$ cat config.mk
export PLATFORM = sky130hd
export DESIGN_NAME = uart_rx
export DESIGN_NICKNAME = d
export VERILOG_FILES = /design/src/rtl/uart_rx.sv
export SDC_FILE = /design/constraint.sdc
export NUM_CORES = 1
export LEC_CHECK = 0
export CAP_MARGIN = 10
export CELL_PAD_IN_SITES_DETAIL_PLACEMENT = 1
export CELL_PAD_IN_SITES_GLOBAL_PLACEMENT = 1
export CORE_ASPECT_RATIO = 0.6
export CORE_MARGIN = 4
export CORE_UTILIZATION = 40
export CTS_CLUSTER_SIZE = 8
export DETAILED_ROUTE_END_ITERATION = 8
export DONT_BUFFER_PORTS = 1
export PLACE_DENSITY = 0.63
export REMOVE_ABC_BUFFERS = 1
export SYNTH_ARGS = -nofsm -noshare
export SYNTH_HDL_FRONTEND = slang
export SYNTH_SLANG_ARGS = --single-unit
$ cat constraint.sdc
create_clock -name clk -period 2.2 [get_ports clk]
set_clock_uncertainty 0.1 [all_clocks]
set_input_delay 0.33 -clock clk [delete_from_list [all_inputs] [get_ports clk]]
set_output_delay 0.33 -clock clk [all_outputs]
set_load 0.02 [all_outputs]
$ cat src/rtl/uart_rx.sv
// 8N1 UART receiver: two-flop RX synchronizer, mid-bit sampling FSM, sticky
// ready / framing-error / overrun flags for the consuming logic.
module uart_rx #(
  parameter int unsigned CLKS_PER_BIT = 8192
) (
  input  logic       clk,
  input  logic       rst,
  input  logic       RX,
  input  logic       clr_rdy,
  output logic [7:0] rx_data,
  output logic       rdy,
  output logic       frm_err,
  output logic       ovr_err
);

  localparam int unsigned BAUD_W = $clog2(CLKS_PER_BIT);
  localparam logic [BAUD_W-1:0] HALF_LAST = BAUD_W'(CLKS_PER_BIT / 2 - 1);
  localparam logic [BAUD_W-1:0] FULL_LAST = BAUD_W'(CLKS_PER_BIT - 1);

  typedef enum logic [1:0] {
    IDLE  = 2'd0,
    START = 2'd1,
    DATA  = 2'd2,
    STOP  = 2'd3
  } state_e;

  state_e              state_q, state_d;
  logic                rx_meta_q;
  logic                rx_s_q;
  logic [BAUD_W-1:0]   baud_cnt_q, baud_cnt_d;
  logic [3:0]          bit_cnt_q, bit_cnt_d;
  logic [7:0]          shift_q, shift_d;
  logic [7:0]          rx_data_q, rx_data_d;
  logic                rdy_q, rdy_d;
  logic                frm_err_q, frm_err_d;
  logic                ovr_err_q, ovr_err_d;

  // Next-state, counter and flag logic; clr_rdy is the default action and a
  // good-frame completion in the same cycle overrides it.
  always_comb begin
    state_d    = state_q;
    baud_cnt_d = baud_cnt_q + BAUD_W'(1);
    bit_cnt_d  = bit_cnt_q;
    shift_d    = shift_q;
    rx_data_d  = rx_data_q;
    rdy_d      = clr_rdy ? 1'b0 : rdy_q;
    ovr_err_d  = clr_rdy ? 1'b0 : ovr_err_q;
    frm_err_d  = frm_err_q;

    case (state_q)
      IDLE: begin
        baud_cnt_d = '0;
        if (!rx_s_q) begin
          state_d = START;
        end
      end

      START: begin
        if (baud_cnt_q == HALF_LAST) begin
          baud_cnt_d = '0;
          if (!rx_s_q) begin
            state_d   = DATA;
            bit_cnt_d = 4'd0;
          end else begin
            state_d = IDLE;
          end
        end
      end

      DATA: begin
        if (baud_cnt_q == FULL_LAST) begin
          baud_cnt_d = '0;
          shift_d    = {rx_s_q, shift_q[7:1]};
          bit_cnt_d  = bit_cnt_q + 4'd1;
          if (bit_cnt_q == 4'd7) begin
            state_d = STOP;
          end
        end
      end

      STOP: begin
        // Leave at mid stop bit so a back-to-back start edge is not missed.
        if (baud_cnt_q == FULL_LAST) begin
          baud_cnt_d = '0;
          state_d    = IDLE;
          if (rx_s_q) begin
            rx_data_d = shift_q;
            rdy_d     = 1'b1;
            frm_err_d = 1'b0;
            if (rdy_q && !clr_rdy) begin
              ovr_err_d = 1'b1;
            end
          end else begin
            frm_err_d = 1'b1;
          end
        end
      end

      default: begin
        state_d    = IDLE;
        baud_cnt_d = '0;
      end
    endcase
  end

  // All state, including the synchronizer, resets asynchronously.
  always_ff @(posedge clk or posedge rst) begin
    if (rst) begin
      state_q    <= IDLE;
      rx_meta_q  <= 1'b1;
      rx_s_q     <= 1'b1;
      baud_cnt_q <= '0;
      bit_cnt_q  <= 4'd0;
      shift_q    <= 8'h00;
      rx_data_q  <= 8'h00;
      rdy_q      <= 1'b0;
      frm_err_q  <= 1'b0;
      ovr_err_q  <= 1'b0;
    end else begin
      state_q    <= state_d;
      rx_meta_q  <= RX;
      rx_s_q     <= rx_meta_q;
      baud_cnt_q <= baud_cnt_d;
      bit_cnt_q  <= bit_cnt_d;
      shift_q    <= shift_d;
      rx_data_q  <= rx_data_d;
      rdy_q      <= rdy_d;
      frm_err_q  <= frm_err_d;
      ovr_err_q  <= ovr_err_d;
    end
  end

  assign rx_data = rx_data_q;
  assign rdy     = rdy_q;
  assign frm_err = frm_err_q;
  assign ovr_err = ovr_err_q;

endmodule

After elaboration in Yosys (flattened, before gate mapping). Index checks and enable logic that the tools add are counted.

Flip-flop bits (word level): 40. Bits in latches: 0. RAM bits: 0. Memory bits (read-only): 0. Input port bits: 4. Output and inout port bits: 11. Logic and storage cells: 58. Memories: 0.

Add/sub/neg operators: 2. Multipliers: 0. Div/mod/pow operators: 0. Order comparisons: 0. Eq/ne operators: 12. Shifts and indexed selects: 0. Muxes and demuxes: 24. Bitwise logic cells: 0. Reductions and logical operators: 10.

Operators by type and width (number): case mux 13 bit (3 select lines) (1); 2-to-1 mux 13 bit (2); adder 13 x 1 -> 13 bit (second input constant) (1); equality test 13 x 12 -> 1 bit (second input constant) (1); equality test 13 bit (second input constant) (1); 2-to-1 mux 2 bit (6); 2-to-1 mux 4 bit (3); != test 2 bit (second input constant) (6); 2-to-1 mux 1 bit (10); case mux 2 bit (4 select lines) (1); case mux 4 bit (2 select lines) (1); AND reduction 5 bit (1); adder 4 x 1 -> 4 bit (second input constant) (1); equality test 2 bit (second input constant) (2); equality test 4 x 3 -> 1 bit (second input constant) (1); AND reduction 2 bit (2); AND reduction 4 bit (1); AND reduction 3 bit (1); equality test 2 x 1 -> 1 bit (second input constant) (1); zero test 2 bit (1); nonzero test 2 bit (1); OR reduction 2 bit (1); logical AND 1 bit (1); zero test 1 bit (1).

Depth between registers and ports, before layout. Gate-level depths: netlist (run 1).

Word-level depth: 6. Mapped depth: 6. Mapped depth without buffers: 5.

Worst setup path after synthesis (run 1). OpenSTA, ideal clock, no wires.

Kind: reg2reg. Start: reg baud_cnt_q[0]. End: reg rx_data_q[0], in the netlist rx_data[0]. Setup time: 125 ps. Arrival: 1683 ps. Data required time: 1975 ps. Slack: 292 ps. Cell stages (with the launch flop): 7. Path buffers: 1. Period minus slack after synthesis: 1908 ps. Cell sequence: dfrtp_1 > ha_1 > and4_1 > clkbuf_4 > nand3_4 > nor3_4 > mux2_2.

Word-level cells in the longest chain between the ends: 2.

Ends and longest elaborated chain: start: declaration (RTL line 30) `logic [BAUD_W-1:0] baud_cnt_q, baud_cnt_d;`; start signal: assignment (RTL line 123) `baud_cnt_q <= baud_cnt_d;`; equality test 13 bit (RTL line 83) `if (baud_cnt_q == FULL_LAST) begin`; AND reduction 3 bit (no line); end signal: assignment (RTL line 126) `rx_data_q <= rx_data_d;`; end: declaration (RTL line 33) `logic [7:0] rx_data_q, rx_data_d;`.

Every way passes these cells. A chain may end at the register's enable or synchronous reset.

Worst setup path in the final report (run 1).
Start: reg baud_cnt_q[0]. End: reg rx_data_q[2], in the netlist rx_data[2].

The elaborated chain is that of the path after synthesis.

==> results of run 1 <==
-- through the flow --
step	hold slack, ns	cells	instance area (um^2)	total power, mW
after floorplan	0.234	154	1810	0.767
after global routing	0.102	232	2070	1.30
after global placement	0.235	221	1950	0.773
final	0.109	232	2070	1.24
after detailed placement	0.235	221	1950	0.774
after CTS	0.0931	232	2060	1.26
-- worst reg2reg max path: stages (launching register included) --
cell and delay, ns:
dfrtp_1 0.40, ha_1 0.23, and4_1 0.28, nand3_4 0.14, nor3_4 0.15, buf_4 0.21
mux2_2 0.35
-- final timing paths --
kind,startpoint,end,slack (ns),depth (start not counted)
worst max-delay path,baud_cnt_q[0],rx_data[2],0.22,6
worst min-delay path,clr_rdy,rdy,0.11,2
worst max register to register,baud_cnt_q[0],rx_data[2],0.22,6
worst min register to register,rx_meta_q,rx_s_q,0.26,0
max in group asynchronous,rst,rx_s_q,1.14,3
min in group asynchronous,rst,baud_cnt_q[2],0.49,3
-- final cells by class --
class,instances,area [um^2]
inverters,5,18.8
clock inverters,2,12.5
clock buffers,6,72.6
flip-flops and latches,40,1000
multi-input cells,109,790
well taps,60,75.1
repair buffers,10,95.1
fillers,451,2190
-- power groups by stage --
stage | clock network [mW] | registers [mW] | logic [mW]
floorplan | 0 | 0.754 | 0.0130
global placement | 0 | 0.754 | 0.0185
global route | 0.533 | 0.740 | 0.0264
CTS | 0.500 | 0.740 | 0.0236
detailed placement | 0 | 0.754 | 0.0194
finish | 0.479 | 0.740 | 0.0222
-- logic make-up after synthesis --
family                   synth area share [%]
AND/OR/NAND/NOR                          19.0
flip-flops                               55.0
AO/OA/AOI/OAI                            8.37
multiplexers                             9.88
XOR/XNOR                                 4.32
buffers and inverters                    2.06
adder cells (fa/ha/maj)                  1.37
-- registers in the layout (all words and copies together), names as in the netlist, named ones only --
| register | count |
|---|---|
| baud_cnt_q | 13 |
| bit_cnt_q | 4 |
| frm_err | 1 |
| ovr_err | 1 |
| rdy | 1 |
| rx_data | 8 |
| rx_meta_q | 1 |
| rx_s_q | 1 |
| shift_q | 8 |
| state_q | 1 |
-- metal layers --
metal | up-vias | share of wire (%)
met5 | - | 0
met4 | 0 | 0.92
met3 | 5 | 6.3
met2 | 31 | 44
met1 | 672 | 49
li1 | 601 | -
-- cells in the mapped netlist (3+ instances only) --
| cell type | instances | share of area (%) |
|---|---|---|
| clkbuf_1 | 3 | 0.62 |
| inv_1 | 5 | 1.0 |
| nor4_1 | 4 | 1.4 |
| mux2_2 | 16 | 9.9 |
| nor2_1 | 16 | 3.3 |
| nand3_1 | 8 | 2.2 |
| dfrtp_1 | 38 | 52 |
| and4_1 | 3 | 1.4 |
| a21oi_1 | 4 | 1.1 |
| nand2_1 | 9 | 1.9 |
| o21ai_0 | 6 | 1.6 |
| xor2_1 | 8 | 3.8 |
| nand4_1 | 7 | 2.4 |
-- cells in the final DEF (no fill, tap or decap), types with 3 or more instances in the layout --
cell type      synthesis  layout
nand2_1                9       9
nand3_1                8       8
o21ai_0                6       6
nor4_1                 4       3
mux2_2                16      16
dlygate4sd3_1          0       3
inv_1                  5       5
clkbuf_8               0       5
nand4_1                7       7
a21oi_1                4       4
nor2_1                16      16
buf_4                  0       6
and4_1                 3       3
dfrtp_1               38      38
xor2_1                 8       8
-- timing repair --
item | in CTS | in global routing
resized for setup | 0 | 1
setup endpoints to repair | 0 | 1
hold buffers | 3 | 0
endpoints found under the hold margin | 40 | 0
==> results.toml, run 1 <==
[power_and_ir_drop]
p_sw_share_pct = 22.2
intPower_mw = 0.966
p_leak_nw = 0.936
pwr-share-seq_pct = 59.6
p_per_area_nw_per_um2 = 601
ir_worst_vdd_mv = 0.441
pwr-share-clk_pct = 38.6
p_comb_share_pct = 1.8
switchingPower_mw = 0.276

[finish]
final_nets = 177
fin_util_pct = 48.6
diodes = 0
areaGrowthSynthToFinish_pct = 13.3
drive_gt1_share_pct = 23.8

[job]
drv_cap = 0

[logic_synthesis]
synthFlopType = "dfrtp_1"
synthCells = 158
synth-edff-count = 0
async_flop_share_pct = 100
syn_avg_cell_area_um2 = 11.5
ys_ff_latch = 40
netlist_area_um2 = 1820
yosysWarnings = 0
synth_cell_types = 38
yosysSeqAreaShare_pct = 55.0

[global_routing]
first_global_vias = 1389
grt_remaining_overflow = 0
gr-usage-all-layers_pct = 16.1
grt_busiest_layer = "met2"
use_met1_pct = 22.5
grt_use_met3_pct = 5.03
antenna_found_initial = 0
met2_usage_pct = 24.4
grt_max_degree = 41
grt_pass1_wl_um = 6910

[timing]
period_share_pct = 90.0
finalWorstSetupSlack_ns = 0.219
fmax_mhz = 505
rsz0062_at_grt = "no"
fin_crit_ns = 1.98
finalSetupTns_ns = 0
worst_pin_slew_ns = 0.527
slew_viol_final = 0
setup_viol = 0
relSlewSlack_pct = 64.5
hold_viol_final = 0

[worst_setup_path]
critPathRequiredTime_ns = 2.27
endpoint_kind = "register"
worstPathArrival_ns = 2.06
critical_path_class = "reg2reg"
max_stage_delay_ns = 0.40
critPathBufInv = 1
cp_top_family = "simple AND/OR/NAND/NOR gates"
crit_path_max_fanout = 9
startpoint_type = "register"
crit_slowest_cell = "dfrtp_1"
path_cells = "ha_1 > and4_1 > nand3_4 > nor3_4 > buf_4 > mux2_2"

[floorplanning]
core_area_um2 = 4260
ios = 15
chipHeight_um = 60.3
rows = 18
die_w_um = 95.2
start_util_pct = 42.9
dieArea_um2 = 5740

[clocking]
cts.path.max_buffers = 2
clock-sinks = 40
insertion_delay_ns = 0.30
ctsHtreeMaxLevel = 2
numCtsBuffers = 5
tritoncts = "built"
path_clk_slew_ns = 0.09
root_buffer = "clkbuf_8"
cts_setup_buffers = 0

[route]
drt_wl_total_um = 4140
drc = 0
wl_per_cell_um = 17.9
vias = 1309
ant_nets = 0
vias_per_cell = 5.64
drt_iter0_drc = 56
drt_pass1_iterations = 4

[placed_design]
place_congestion = 0.751
dp_hpwl_um = 2960
port_buffers = 0
place_ws_ns = 0.211

[outcome]
outcome = "completed"

[hold_path]
hp-class = "in2reg"
Power figures use the tool's default switching activity.
==> run 2: changes to the inputs <==
--- a/config.mk
+++ b/config.mk
@@ -11,6 +11,7 @@
 export CORE_ASPECT_RATIO = 0.6
 export CORE_MARGIN = 4
 export CORE_UTILIZATION = 40
+export CTS_BUF_LIST = sky130_fd_sc_hd__clkbuf_4 sky130_fd_sc_hd__clkbuf_8 sky130_fd_sc_hd__clkbuf_16
 export CTS_CLUSTER_SIZE = 8
 export DETAILED_ROUTE_END_ITERATION = 8
 export DONT_BUFFER_PORTS = 1
==> run 2 against run 1 <==
- register-to-register slack about the same
- routed wire length did not move
- sequential share of layout area down 0.088 points
- non-clock buffer count is the same
- utilization increased by 0.088 points
- final area is 0.18% higher
- sequential power is essentially flat
- global-route usage unchanged
- critical path depth unchanged
- count of clock-buffer cells in the layout unchanged
- fmax about the same
==> results.toml, run 2 (same netlist as run 1, synthesis figures left out) <==
[clocking]
clock-sinks = 40
root_buffer = "clkbuf_8"
tritoncts = "built"
cts.path.max_buffers = 2
numCtsBuffers = 5
path_clk_slew_ns = 0.08
insertion_delay_ns = 0.30
cts_setup_buffers = 0
ctsHtreeMaxLevel = 2

[finish]
drive_gt1_share_pct = 24.4
diodes = 0
regArea_um2 = 1000
largest_reg_flops = 13
layout_commonest_cell = "dfrtp_1"
areaGrowthSynthToFinish_pct = 13.5
final_nets = 177
fin_area_um2 = 2070
final_cell_mix = "dfrtp_1, mux2_2, nor2_1, nand2_1"
nFillCells = 451
largest_register = "baud_cnt_q"
multi_input_area_um2 = 790

[worst_setup_path]
critical_path_class = "reg2reg"
endpoint_kind = "register"
r2r_slack_ns = 0.22
crit_path_max_fanout = 9
reg2reg_depth = 6
worstPathArrival_ns = 2.06
r2r_start = "baud_cnt_q[0]"
worstReg2RegEnd = "rx_data[2]"
crit_start = "baud_cnt_q[0]"
critPathRequiredTime_ns = 2.27
startpoint_type = "register"

[timing]
finalWorstSetupSlack_ns = 0.219
fmax_mhz = 505
finalSetupTns_ns = 0
fin_crit_ns = 1.98
timing.hold.ws_ns = 0.109
worst_pin_slew_ns = 0.527
period_share_pct = 90.0
setup_viol = 0
slew_viol_final = 0
hold_viol_final = 0
relSlewSlack_pct = 64.5
rsz0062_at_grt = "no"

[global_routing]
grt_pass1_wl_um = 6900
first_global_vias = 1383
use_met1_pct = 22.6
antenna_found_initial = 0
met2_usage_pct = 24.2
grt_remaining_overflow = 0
grt_use_met3_pct = 5.03
grt_max_degree = 41
gr-usage-all-layers_pct = 16.1
grt_busiest_layer = "met2"

[placed_design]
dpl-instance-area_um2 = 1950
place_ws_ns = 0.211
place_congestion = 0.751
port_buffers = 0
dp_hpwl_um = 2960

[route]
vias = 1304
drt_wl_total_um = 4140
wl_per_cell_um = 17.9
ant_nets = 0
drc = 0
vias_per_cell = 5.62
drt_pass1_iterations = 6
drt_iter0_drc = 51

[floorplanning]
rows = 18
die_w_um = 95.2
start_util_pct = 42.9
dieArea_um2 = 5740
ios = 15
core_area_um2 = 4260
chipHeight_um = 60.3

[hold_path]
holdCritStartpoint = "clr_rdy"
hold_end = "rdy"
hp-class = "in2reg"
min_path_cells = 2

[power_and_ir_drop]
p_leak_nw = 0.939
pwr-share-clk_pct = 39.2
pwr-share-seq_pct = 59.1
switchingPower_mw = 0.275
intPower_mw = 0.978
p_sw_share_pct = 22.0
p_per_area_nw_per_um2 = 605
p_comb_share_pct = 1.8
ir_worst_vdd_mv = 0.437

[outcome]
outcome = "completed"

[job]
drv_cap = 0
[run 2: stage by stage]
stage               total power [mW]  cells  utilization, %
CTS                             1.28    232            48.5
floorplan                      0.767    154               -
global route                    1.31    232            48.6
detailed placement             0.774    221            45.7
global placement               0.773    221            45.7
finish                          1.25    232            48.6
[run 2: repair_timing]
item	CTS	global route
setup endpoints to repair	0	1
hold endpoints to repair	40	0
gates resized for setup	0	1
hold buffers	3	0
[run 2: area by class of cell]
type,count,share of cell area (%)
inverters,5,0.906
multi-input cells,109,38.1
clock inverters,2,0.604
well taps,60,3.63
clock buffers,6,3.69
flip-flops and latches,40,48.5
repair buffers,10,4.59
[run 2: worst max-delay path, stage by stage, from the launching register on]
cell	delay, ns
dfrtp_1	0.40
ha_1	0.23
and4_1	0.28
nand3_4	0.14
nor3_4	0.15
buf_4	0.21
mux2_2	0.35
[run 2: how the worst max path moves through the flow]
| stage | endpoint | slack (ns) | cells after the start |
|---|---|---|---|
| after floorplan | rx_data[0] | 0.27 | 5 |
| after global placement | bit_cnt_q[2] | 0.30 | 5 |
| after detailed placement | bit_cnt_q[2] | 0.21 | 5 |
| after CTS | bit_cnt_q[2] | 0.17 | 5 |
| after global routing | bit_cnt_q[0] | 0.07 | 5 |
| final | rx_data[2] | 0.22 | 6 |
[run 2: power groups by stage]
stage,registers [mW],logic (mW),clock network [mW]
after floorplan,0.754,0.0130,0
after global routing,0.740,0.0264,0.545
after detailed placement,0.754,0.0194,0
after global placement,0.754,0.0185,0
after CTS,0.740,0.0236,0.513
final,0.740,0.0222,0.491
[run 2: layer usage]
layer	share of wire, %	vias to the layer above
li1	-	601
met1	51	678
met2	44	20
met3	3.8	5
met4	0.92	0
met5	0	-
